[src/rtl/action_scheduler.sv]
// action_scheduler: merges player action strobes and demo/hint requests into
// one paced, one-hot action stream for the play controller. Actions are
// buffered in a small FIFO (user before demo), each issue is followed by a
// cooldown, and the per-game step counter is maintained here. Leaving the
// GAMING state flushes everything that is pending.
module action_scheduler #(
  parameter int FIFO_DEPTH = 4,
  parameter int COOLDOWN   = 3,
  parameter int STEP_W     = 6
) (
  input  logic              clk_d,
  input  logic              rst,
  input  logic [1:0]        game_status,
  input  logic [3:0]        user_act,
  input  logic              demo_req,
  input  logic [3:0]        demo_act,
  output logic              demo_ack,
  output logic [3:0]        act_out,
  output logic              act_valid,
  output logic [STEP_W-1:0] step_count,
  output logic              fifo_full,
  output logic              overflow
);

  localparam int AW          = $clog2(FIFO_DEPTH);
  localparam int CNT_W       = (COOLDOWN > 1) ? $clog2(COOLDOWN) : 1;
  localparam int COOL_LAST_I = (COOLDOWN > 0) ? COOLDOWN - 1 : 0;

  localparam logic [CNT_W-1:0] COOL_LAST = CNT_W'(COOL_LAST_I);
  localparam logic [CNT_W-1:0] CNT_ONE   = CNT_W'(1);
  localparam logic [AW:0]      DEPTH_CNT = (AW + 1)'(FIFO_DEPTH);
  localparam logic [AW:0]      OCC_ONE   = (AW + 1)'(1);
  localparam logic [AW-1:0]    PTR_ONE   = AW'(1);

  localparam logic [1:0] GS_CHOSE_BOARD  = 2'b00;
  localparam logic [1:0] GS_GAMING       = 2'b01;
  localparam logic [1:0] GS_GAME_INITIAL = 2'b10;

  typedef enum logic [1:0] {
    IDLE  = 2'd0,
    ISSUE = 2'd1,
    COOL  = 2'd2
  } state_t;

  // A code is legal only when exactly one action bit is set.
  function automatic logic is_onehot(input logic [3:0] v);
    return (v != 4'd0) && ((v & (v - 4'd1)) == 4'd0);
  endfunction

  // Step counter stops at its maximum instead of wrapping.
  function automatic logic [STEP_W-1:0] sat_inc(input logic [STEP_W-1:0] v);
    return (&v) ? v : v + {{(STEP_W-1){1'b0}}, 1'b1};
  endfunction

  state_t           state;
  logic [CNT_W-1:0] cool_cnt;

  logic [3:0]       mem [FIFO_DEPTH];
  logic [AW-1:0]    wr_ptr;
  logic [AW-1:0]    rd_ptr;
  logic [AW:0]      occ;
  logic [AW:0]      occ_nxt;

  logic             gaming;
  logic             fifo_empty;
  logic             full_now;
  logic             user_any;
  logic             user_push;
  logic             user_drop;
  logic             demo_push;
  logic             push;
  logic [3:0]       push_data;
  logic             pop;

  // Push/pop arbitration for the current edge; the full check uses the
  // pre-edge occupancy so a same-edge pop never frees room for a push.
  always_comb begin
    gaming     = (game_status == GS_GAMING);
    fifo_empty = (occ == '0);
    full_now   = (occ == DEPTH_CNT);
    user_any   = |user_act;
    user_push  = gaming && is_onehot(user_act) && !full_now;
    user_drop  = gaming && user_any && (!is_onehot(user_act) || full_now);
    demo_push  = gaming && !user_any && demo_req && is_onehot(demo_act) && !full_now;
    push       = user_push || demo_push;
    push_data  = user_push ? user_act : demo_act;
    pop        = gaming && (state == IDLE) && !fifo_empty;
    occ_nxt    = occ;
    if (!gaming)
      occ_nxt = '0;
    else if (push && !pop)
      occ_nxt = occ + OCC_ONE;
    else if (pop && !push)
      occ_nxt = occ - OCC_ONE;
  end

  // FIFO pointers and occupancy; everything is discarded outside GAMING.
  always_ff @(posedge clk_d or posedge rst) begin
    if (rst) begin
      wr_ptr    <= '0;
      rd_ptr    <= '0;
      occ       <= '0;
      fifo_full <= 1'b0;
    end else begin
      occ       <= occ_nxt;
      fifo_full <= (occ_nxt == DEPTH_CNT);
      if (!gaming) begin
        wr_ptr <= '0;
        rd_ptr <= '0;
      end else begin
        if (push) wr_ptr <= wr_ptr + PTR_ONE;
        if (pop)  rd_ptr <= rd_ptr + PTR_ONE;
      end
    end
  end

  // FIFO storage; contents are only meaningful below the occupancy count.
  always_ff @(posedge clk_d) begin
    if (push) mem[wr_ptr] <= push_data;
  end

  // Status pulses: demo acknowledge and discarded user action.
  always_ff @(posedge clk_d or posedge rst) begin
    if (rst) begin
      demo_ack <= 1'b0;
      overflow <= 1'b0;
    end else begin
      demo_ack <= demo_push;
      overflow <= user_drop;
    end
  end

  // Issue FSM: one-cycle strobe, then COOLDOWN idle cycles; step counting.
  always_ff @(posedge clk_d or posedge rst) begin
    if (rst) begin
      state      <= IDLE;
      cool_cnt   <= '0;
      act_out    <= 4'd0;
      act_valid  <= 1'b0;
      step_count <= '0;
    end else begin
      if ((game_status == GS_CHOSE_BOARD) || (game_status == GS_GAME_INITIAL))
        step_count <= '0;
      else if (gaming && (state == ISSUE))
        step_count <= sat_inc(step_count);

      if (!gaming) begin
        state     <= IDLE;
        cool_cnt  <= '0;
        act_out   <= 4'd0;
        act_valid <= 1'b0;
      end else begin
        case (state)
          IDLE: begin
            if (!fifo_empty) begin
              act_out   <= mem[rd_ptr];
              act_valid <= 1'b1;
              state     <= ISSUE;
            end
          end
          ISSUE: begin
            act_out   <= 4'd0;
            act_valid <= 1'b0;
            cool_cnt  <= '0;
            state     <= (COOLDOWN == 0) ? IDLE : COOL;
          end
          COOL: begin
            if (cool_cnt == COOL_LAST)
              state <= IDLE;
            else
              cool_cnt <= cool_cnt + CNT_ONE;
          end
          default: state <= IDLE;
        endcase
      end
    end
  end

endmodule

[config.mk]
export PLATFORM = sky130hd
export DESIGN_NAME = action_scheduler
export DESIGN_NICKNAME = d
export VERILOG_FILES = /design/src/rtl/action_scheduler.sv
export SDC_FILE = /design/constraint.sdc
export NUM_CORES = 1
export LEC_CHECK = 0
export BUFFER_PORTS_ARGS = -buffer_cell sky130_fd_sc_hd__buf_4
export CAP_MARGIN = 20
export CORE_ASPECT_RATIO = 1.1
export CORE_MARGIN = 3
export CORE_UTILIZATION = 60
export DETAILED_ROUTE_END_ITERATION = 8
export PLACE_DENSITY = 0.91
export SYNTH_ARGS = -nofsm -noshare
export SYNTH_HDL_FRONTEND = slang
export SYNTH_SLANG_ARGS = --single-unit
[constraint.sdc]
create_clock -name clk_d -period 5.15 [get_ports clk_d]
set_clock_uncertainty 0.15 [all_clocks]
set_input_delay 0.515 -clock clk_d [delete_from_list [all_inputs] [get_ports clk_d]]
set_output_delay 0.515 -clock clk_d [all_outputs]
set_load 0.05 [all_outputs]
# Yosys cells after proc, flatten, opt, wreduce, memory -nomap -nowiden
# Memory sizes are Yosys's and may differ from the RTL's.
# Cells that the tools add are included.
[totals]
register_bits = 25
ramBits = 16
inputBits = 13
out_inout_bits = 14
word_cells = 101
n_memories = 1
[memory_table]
columns = ["name", "words", "word_bits", "read_ports", "rd_clocked_by_memory_dff", "write_ports", "line", "rtl"]
rows = [
  ["mem", 4, 4, 1, 0, 1, "58", "logic [3:0] mem [FIFO_DEPTH];"],
]
[op_classes]
n_addsub = 8
n_eq_ne = 15
muxes = 26
bitwise_logic = 2
n_reduce_logical = 38
[op_table]
columns = ["op", "count"]
rows = [
  ["$mux 2", 9],
  ["$mux 6", 3],
  ["$logic_and 1x1->1", 15],
  ["$mux 4", 3],
  ["$mux 3", 3],
  ["$ne 3x3->1 const B", 3],
  ["$and 4x4->4", 2],
  ["$logic_not 4->1", 2],
  ["$pmux 4 s2", 1],
  ["$reduce_and 2->1", 4],
  ["$reduce_bool 4->1", 2],
  ["$sub 4x1->4 const B", 2],
  ["$add 2x1->2 const B", 3],
  ["$add 6x1->6 const B", 1],
  ["$eq 2x2->1 const B", 3],
  ["$eq 3x3->1 const B", 2],
  ["$logic_not 1->1", 6],
  ["$ne 3x1->1 const B", 2],
  ["$pmux 2 s3", 1],
  ["$reduce_and 6->1", 1],
  ["$eq 2x1->1 const B", 2],
  ["$logic_not 2->1", 2],
  ["$mux 1", 4],
  ["$ne 2x1->1 const B", 2],
  ["other kinds (9)", 11],
]

# Longest topological paths before layout
# Gate-level depths: netlist of the first run.
[logic_depth]
depth_word = 13
ltp_mapped = 10
mapped_depth_nobuf = 9

# Least setup slack after synthesis of the first run
# No wires, ideal clock.
[synth_path]
path_type = "register to register"
startpoint = "register step_count[0]"
endpoint = "register step_count[4]"
setup_time_ns = 0.119
arrival_time_ns = 2.132
setup_slack_ns = 2.749
path_stages_with_launch = 7
period_less_slack_ns = 2.401
cell_sequence = "dfrtp_1 > ha_1 > and4_1 > a211oi_1 > nand4_1 > xnor2_1 > and2_1"
[synth_via]
elab_chain_cells = 4
elab_cells_between_ends = 7
[synth_lines]
columns = ["element", "line", "rtl"]
rows = [
  ["from (decl)", "20", "output logic [STEP_W-1:0] step_count,"],
  ["from (signal assigned)", "145", "step_count <= sat_inc(step_count);"],
  ["$add 6x1->6", "52", "return (&v) ? v : v + {{(STEP_W-1){1'b0}}, 1'b1};"],
  ["$mux 6", "52", ""],
  ["$mux 6", "144", "else if (gaming && (state == ISSUE))"],
  ["$mux 6", "142", "if ((game_status == GS_CHOSE_BOARD) || (game_status == GS_GAME_INITIAL))"],
]
# Parallel ways exist; a longest one is shown, timed or not. The select of a mux whose other input is x is not followed.
# A chain may end at the register's enable or synchronous reset.

# Final worst setup path of the first run
[layout_path]
startpoint = "register occ[0]"
endpoint = "register fifo_full"
[layout_via]
elab_chain_cells = 10
elab_cells_between_ends = 18
[layout_lines]
columns = ["element", "line", "rtl"]
rows = [
  ["from (decl)", "61", "logic [AW:0] occ;"],
  ["from (signal assigned)", "105", "occ <= occ_nxt;"],
  ["$eq 3x3->1", "80", "full_now = (occ == DEPTH_CNT);"],
  ["$logic_not 1->1", "82, 84", ""],
  ["$logic_and 1x1->1, on equally long branches", "82, 84", ""],
  ["$logic_or 1x1->1", "85", "push = user_push || demo_push;"],
  ["$logic_not 1->1", "93", "else if (pop && !push)"],
  ["$logic_and 1x1->1", "93", ""],
  ["$mux 3", "93", ""],
  ["$mux 3 *", "91", "else if (push && !pop)"],
  ["$mux 3 *", "89", "if (!gaming)"],
  ["$eq 3x3->1 *", "106", "fifo_full <= (occ_nxt == DEPTH_CNT);"],
  ["to (signal assigned)", "106", ""],
  ["to (decl)", "21", "output logic fifo_full,"],
]
# Every way passes the cells marked *; elsewhere a longest branch is shown, timed or not.

==> metrics.txt, run 1 <==
outcome completed; Residual DRC 0; Largest stage delay, worst path 0.65 ns; TNS Setup 0 ns; area delta synth->final 13.77%; full die area 0.004177 mm2; Power per Cell Area 239.0 mW/mm2; Max VDD drop 0.0001591 V; Buffers & Inverters on Critical Path 2; worst hold slack between 0.2 and 0.25 ns; Synth top cells by count dfrtp_1, edfxtp_1, nand2_1; post-route setup slack about 2.5 ns; Placer Congestion 0.8645; asr flop ratio synth 60.98%; Least-Margin Pin Slew 0.9189 ns; filler cell count between 200 and 250; post-route insts no fill 245; DR pass1 iterations 4; I/O pin count 27; Reg2Reg Depth 9; most frequent cell after synthesis dfrtp_1; number of H-tree levels 2; FF-to-FF End fifo_full$_DFF_PP0_; CTS tree done; CP Max Fanout 9; CTS max path bufs 2; R2R Setup Slk roughly 2.5 ns; clock sink count 41; Cell Area, Placed 0.002291 mm2; Sw Share 25.77%; Final setup viols 0; Max Clk Rate 373.2 MHz; Syn Nets 191; P_int approximately 0.42 mW; pre-CTS setup slack 2.436 ns; area leader, netlist dfrtp_1; Max Slew Vio Count 0; FF+latch area 0.001106 mm2; hold_buf cts 0; fin crit period between 2 and 3 ns; Sw Pwr approximately 0.14 mW; reported max-cap violation count 0; post-synth top area share 30.34%; WP data required approximately 5.3 ns; Synth Instances 169; Clk Latency, worst-skew pair ~0.35 ns; worst r2r src occ[0]$_DFF_PP0_; Die W 61.90 um; Inst Count DP 237; vias in the first global route 1538; yosys warns 0; synth top area cells dfrtp_1, edfxtp_1, ha_1, mux4_2, nand2_1; Nets 220; die height around 67 um; Root Buffer clkbuf_4; I/O Buffers 26; largest net degree at the start of global routing 26; Initial Util 64.86%; CTS Buf Count 5; Seq pwr share 61.8%; Synth Cell Area 0.002062 mm2; first-pass GRT wire length 7155 um; share of cells above drive strength 1 23.62%; gr ovfl total 0; All-Layer GR Usage a little under a quarter; Clock power frac 28.5%; Reg clk slew, reported paths about 0.12 ns; Yosys reg bits slightly above 40; Tot Pwr 0.5606 mW; post-route ant nets 0; DR vias 1509; DRT Wirelength 4272 um; Resize count post-CTS 0; Leak 1.003 nW; Worst path top cell family by delay simple AND/OR/NAND/NOR gates; total core area 0.003179 mm2; Main synth FF type dfrtp_1; Hold Crit Class in2async; ANT cells 0; Syn Area/Cell 12.20 um2; setup bufs post-CTS 0; Avg Vias per Cell ~6.2; period utilization 52.04%; combinational power share 9.7%; EDFF count, synth 16; multi-input logic area 882.1 um2; post-DP HPWL roughly 3200 um; WS Path Type reg2reg; 1st-iter DRT viols 122; design area 0.002346 mm2; relative slew slack between 30% and 40%; worst-path cell chain inv_1 -> ha_1 -> nor2b_1 -> or4_1 -> clkinv_8 -> nor2_1 -> nand2_1 -> nor4b_1 -> o221a_1; Final Util 73.79%; Routed wire per std cell around 17 um; slowest CP cell or4_1; Critical Path AT 2.83 ns; Row Count 21; critical path launch point type flip-flop; sequential fraction of the synthesis area 53.64%; Distinct cells, synth 43; antenna violations before repair 0; Fin. Hold Viols 0; RSZ-0062 raised after global routing no; Setup crit end kind flip-flop
kinds of logic after synthesis:
| kind of cell | share of synthesized area [%] |
|---|---|
| compound gates | 10.19 |
| xor+xnor | 4.915 |
| fa+ha+maj | 5.461 |
| buf+inv | 3.580 |
| flops | 53.64 |
| mux | 7.039 |
| simple gates | 15.17 |
worst max path at each step:
stage,start,to,slack (ns),depth (start not counted)
after CTS,occ[0]$_DFF_PP0_,fifo_full$_DFF_PP0_,2.51,9
after detailed placement,game_status[1],fifo_full$_DFF_PP0_,2.44,8
after global placement,game_status[1],fifo_full$_DFF_PP0_,2.52,8
after floorplan,step_count[0]$_DFFE_PP0P_,step_count[4]$_DFFE_PP0P_,2.75,6
final,occ[0]$_DFF_PP0_,fifo_full$_DFF_PP0_,2.47,9
after global routing,occ[0]$_DFF_PP0_,fifo_full$_DFF_PP0_,2.33,9
layer usage:
metal,up-vias,GRT usage (%),routed length (um)
li1,677,-,-
met1,741,30.19,1729
met2,72,38.74,2194
met3,19,3.824,209
met4,0,10.88,138
met5,-,0,0
state kept, by name (all words and copies together), names as in the netlist:
signal,count
mem,16
fifo_full,1
state,2
wr_ptr,2
step_count,6
cool_cnt,2
occ,3
rd_ptr,2
act_out,4
demo_ack,1
overflow,1
act_valid,1
power by group through the flow:
stage | clock network, mW | registers, mW | logic (mW)
floorplan | 0 | 0.356 | 0.0307
global placement | 0 | 0.353 | 0.0503
detailed placement | 0 | 0.353 | 0.0540
CTS | 0.159 | 0.346 | 0.0543
global route | 0.177 | 0.347 | 0.0602
finish | 0.160 | 0.346 | 0.0546
layout make-up:
type	instances	share of cell area (%)
well taps	46	2.453
clock inverters	3	0.7467
clock buffers	5	1.600
inverters	10	2.133
multi-input cells	114	37.60
flip-flops and latches	41	47.15
repair buffers	26	8.320
cells in the final DEF, fill, tap and decap left out, drive strengths merged, types with 5 or more instances in the layout:
master,instances
inv,9
dfrtp,25
edfxtp,16
and2,6
nor2,8
ha,9
buf,26
a21oi,8
clkbuf,5
xnor2,5
and3,6
nand2,15
Power figures use the tool's default switching activity.
==> run 2: changes to the inputs <==
--- a/config.mk
+++ b/config.mk
@@ -5,13 +5,14 @@
 export SDC_FILE = /design/constraint.sdc
 export NUM_CORES = 1
 export LEC_CHECK = 0
+export ABC_AREA = 1
 export BUFFER_PORTS_ARGS = -buffer_cell sky130_fd_sc_hd__buf_4
 export CAP_MARGIN = 20
 export CORE_ASPECT_RATIO = 1.1
 export CORE_MARGIN = 3
-export CORE_UTILIZATION = 60
+export CORE_UTILIZATION = 57
 export DETAILED_ROUTE_END_ITERATION = 8
-export PLACE_DENSITY = 0.91
+export PLACE_DENSITY = 0.88
 export SYNTH_ARGS = -nofsm -noshare
 export SYNTH_HDL_FRONTEND = slang
 export SYNTH_SLANG_ARGS = --single-unit
==> constraint.sdc (replaced) <==
create_clock -name clk_d -period 2.5 [get_ports clk_d]
set_clock_uncertainty 0.15 [all_clocks]
set_input_delay 0.25 -clock clk_d [delete_from_list [all_inputs] [get_ports clk_d]]
set_output_delay 0.25 -clock clk_d [all_outputs]
set_load 0.05 [all_outputs]
==> metrics.txt, run 2 <==
outcome completed (unchanged); Max VDD drop 0.0002599 V (was 0.0001591 V); Sw Share 26.25% (was 25.77%); slowest CP cell dfrtp_1 (was or4_1); share of cells above drive strength 1 19.03% (was 23.62%); max reg flops 16 (unchanged); Root Buffer clkbuf_4 (unchanged); area delta synth->final 14.73% (was 13.77%); asr flop ratio synth 60.98% (unchanged); Clock power frac 28.0% (was 28.5%); period utilization 87.96% (was 52.04%); vias in the first global route 1597 (was 1538); Main synth FF type dfrtp_1 (unchanged); Synth Cell Area 0.002116 mm2 (was 0.002062 mm2); sequential fraction of the synthesis area 52.28% (was 53.64%); FF-to-FF End mem[2][1]$_DFFE_PP_ (was fifo_full$_DFF_PP0_); worst r2r src occ[0]$_DFF_PP0_ (unchanged); P_int 0.8580 mW (was 0.4161 mW); most frequent cells in the layout nand2_1, inv_1, nor2_1, buf_4, dfrtp_1 (was buf_4, dfrtp_1, edfxtp_1); Largest stage delay, worst path 0.39 ns (was 0.65 ns); worst-path cell chain inv_1 -> ha_1 -> nand2_1 -> nand2_1 -> nor2_2 -> nand4_4 -> nand2_2 -> inv_1 -> nor2_1 (was inv_1 -> ha_1 -> nor2b_1 -> or4_1 -> clkinv_8 -> nor2_1 -> nand2_1 -> nor4b_1 -> o221a_1); Die W 64.09 um (was 61.90 um); Clk Latency, worst-skew pair 0.36 ns (was 0.35 ns); Nets 289 (was 220); Reg2Reg Depth 9 (unchanged); antenna violations before repair 0 (unchanged); Distinct cells, synth 29 (was 43); Seq pwr share 61.3% (was 61.8%); Hold Crit Class in2reg (was in2async); clock sink count 41 (unchanged); post-DP HPWL 3038 um (was 3202 um); Reg clk slew, reported paths 0.12 ns (about the same); post-route setup slack 0.3011 ns (was 2.470 ns); Hold Path Cell Cnt 4; Initial Util 61.49% (was 64.86%); ANT cells 0 (unchanged); Final setup viols 0 (unchanged); Syn Nets 256 (was 191); DR vias 1646 (was 1509); Critical Path AT 2.09 ns (was 2.83 ns); Max Slew Vio Count 0 (unchanged); WP data required 2.39 ns (was 5.30 ns); combinational power share 10.7% (was 9.7%); TNS Setup 0 ns (unchanged); Row Count 22 (was 21); I/O Buffers 26 (unchanged); number of H-tree levels 2 (unchanged); Synth Instances 234 (was 169); gr ovfl total 0 (unchanged); I/O pin count 27 (unchanged); Power per Cell Area 479.3 mW/mm2 (was 239.0 mW/mm2); RSZ-0062 raised after global routing no (unchanged); critical path launch point type flip-flop (unchanged); synth top area cells dfrtp_1, edfxtp_1, nand2_1, inv_1, ha_1 (was dfrtp_1, edfxtp_1, ha_1, mux4_2, nand2_1); WS Path Type reg2reg (unchanged); All-Layer GR Usage 19.67% (was 23.61%); Placer Congestion 0.8658 (was 0.8645); full die area 0.004480 mm2 (was 0.004177 mm2); Yosys reg bits 41 (unchanged); post-route ant nets 0 (unchanged); Inst Count DP 306 (was 237); first-pass GRT wire length 6831 um (was 7155 um); area leader, netlist dfrtp_1 (unchanged); Least-Margin Pin Slew 0.5389 ns (was 0.9189 ns); pre-CTS setup slack 0.3130 ns (was 2.436 ns); 1st-iter DRT viols 117 (was 122); post-synth top area share 29.57% (was 30.34%); commonest non-fill, non-tap cell in the layout nand2_1 (was buf_4); EDFF count, synth 16 (unchanged); Sw Pwr 0.3053 mW (was 0.1444 mW); Routed wire per std cell 12.61 um (was 17.44 um); filler cell count 266 (was 219); reported max-cap violation count 0 (unchanged); CTS tree done (unchanged); CTS Buf Count 5 (unchanged); relative slew slack 63.69% (was 38.67%); Fin. Hold Viols 0 (unchanged); CP Max Fanout 11 (was 9); post-route insts no fill 316 (was 245); total core area 0.003441 mm2 (was 0.003179 mm2); end of the worst hold path rd_ptr[0]$_DFFE_PP0P_; Leak 1.184 nW (was 1.003 nW); DR pass1 iterations 4 (unchanged); Syn Area/Cell 9.042 um2 (was 12.20 um2); Top reg by flops mem (unchanged); R2R Setup Slk 0.30 ns (was 2.47 ns); largest net degree at the start of global routing 26 (unchanged); Residual DRC 0 (unchanged); yosys warns 0 (unchanged); Max Clk Rate 454.8 MHz (was 373.2 MHz); most frequent cell after synthesis nand2_1 (was dfrtp_1); CTS max path bufs 2 (unchanged); Avg Vias per Cell 5.209 (was 6.159); worst hold slack 0.07043 ns (was 0.2008 ns); DRT Wirelength 3985 um (was 4272 um); Synth top cells by count nand2_1, inv_1, nor2_1 (was dfrtp_1, edfxtp_1, nand2_1); fin crit period 2.199 ns (was 2.680 ns); die height 69.90 um (was 67.49 um); Largest regs mem: 16 flops, step_count: 6 flops, act_out: 4 flops (unchanged); Worst Hold Launch game_status[1]; Setup crit end kind flip-flop (unchanged)
-- run 2: logic make-up (layout without fill, tap and decap cells) --
group	count (synthesis)	in the layout	synth area share, %
AOI/OAI and AO/OA	36	36	10.23
xor gates and xnor gates	3	3	1.242
and+or+nand+nor	102	102	22.59
DFF	41	41	52.28
buffers and inverters	43	77	8.338
adders and majority gates	9	9	5.322
-- run 2: layout make-up --
cell class | count | area [um2] | area share, %
clock buffer | 5 | 37.54 | 1.546
inverter | 40 | 150.1 | 6.186
timing repair buffer | 29 | 222.7 | 9.175
multi-input combinational | 150 | 833.3 | 34.33
sequential | 41 | 1106 | 45.57
clock inverter | 3 | 17.52 | 0.7216
tap | 48 | 60.06 | 2.474
-- run 2: power by group through the flow --
stage / clock, mW / combinational, mW / sequential (mW)
after global routing: 0.367 / 0.140 / 0.715
after global placement: 0 / 0.119 / 0.727
after CTS: 0.328 / 0.125 / 0.713
after detailed placement: 0 / 0.122 / 0.727
after floorplan: 0 / 0.0711 / 0.736
final: 0.325 / 0.124 / 0.713
-- run 2: critical path: cells and delay by family, from the launching register on --
kind          cells  cell delay (ns)
fa+ha+maj         1             0.25
buf+inv           2             0.17
flops             1             0.39
simple gates      6             0.91
-- run 2: how the worst max path moves through the flow --
stage,startpoint,end,cells past startpoint,slack (ns)
detailed placement,occ[0]$_DFF_PP0_,mem[2][3]$_DFFE_PP_,9,0.31
finish,occ[0]$_DFF_PP0_,mem[2][1]$_DFFE_PP_,9,0.30
global placement,occ[0]$_DFF_PP0_,mem[3][2]$_DFFE_PP_,9,0.41
floorplan,step_count[0]$_DFFE_PP0P_,step_count[2]$_DFFE_PP0P_,9,0.57
CTS,occ[0]$_DFF_PP0_,mem[2][1]$_DFFE_PP_,9,0.30
global route,occ[0]$_DFF_PP0_,mem[1][2]$_DFFE_PP_,9,0.11
-- run 2: through the flow --
step	cell area (um2)	total power [mW]	util, %
global placement	2352	0.8458	68.36
finish	2427	1.163	70.55
CTS	2427	1.167	70.55
floorplan	2116	0.8070	-
global route	2427	1.222	70.55
detailed placement	2352	0.8497	68.36
-- run 2: timing repair --
| action | CTS | global route |
|---|---|---|
| buffers inserted | 0 | 0 |
| endpoints found under the hold margin | 26 | 0 |
| gates resized for setup | 0 | 0 |
| hold buffers | 2 | 0 |
-- run 2: metal layers --
| layer | vias up | part of all wire (%) | track usage (%) |
|---|---|---|---|
| li1 | 828 | - | - |
| met1 | 765 | 43 | 22.87 |
| met2 | 48 | 50 | 33.64 |
| met3 | 5 | 5.4 | 5.627 |
| met4 | 0 | 1.7 | 8.216 |
| met5 | - | 0 | 0 |
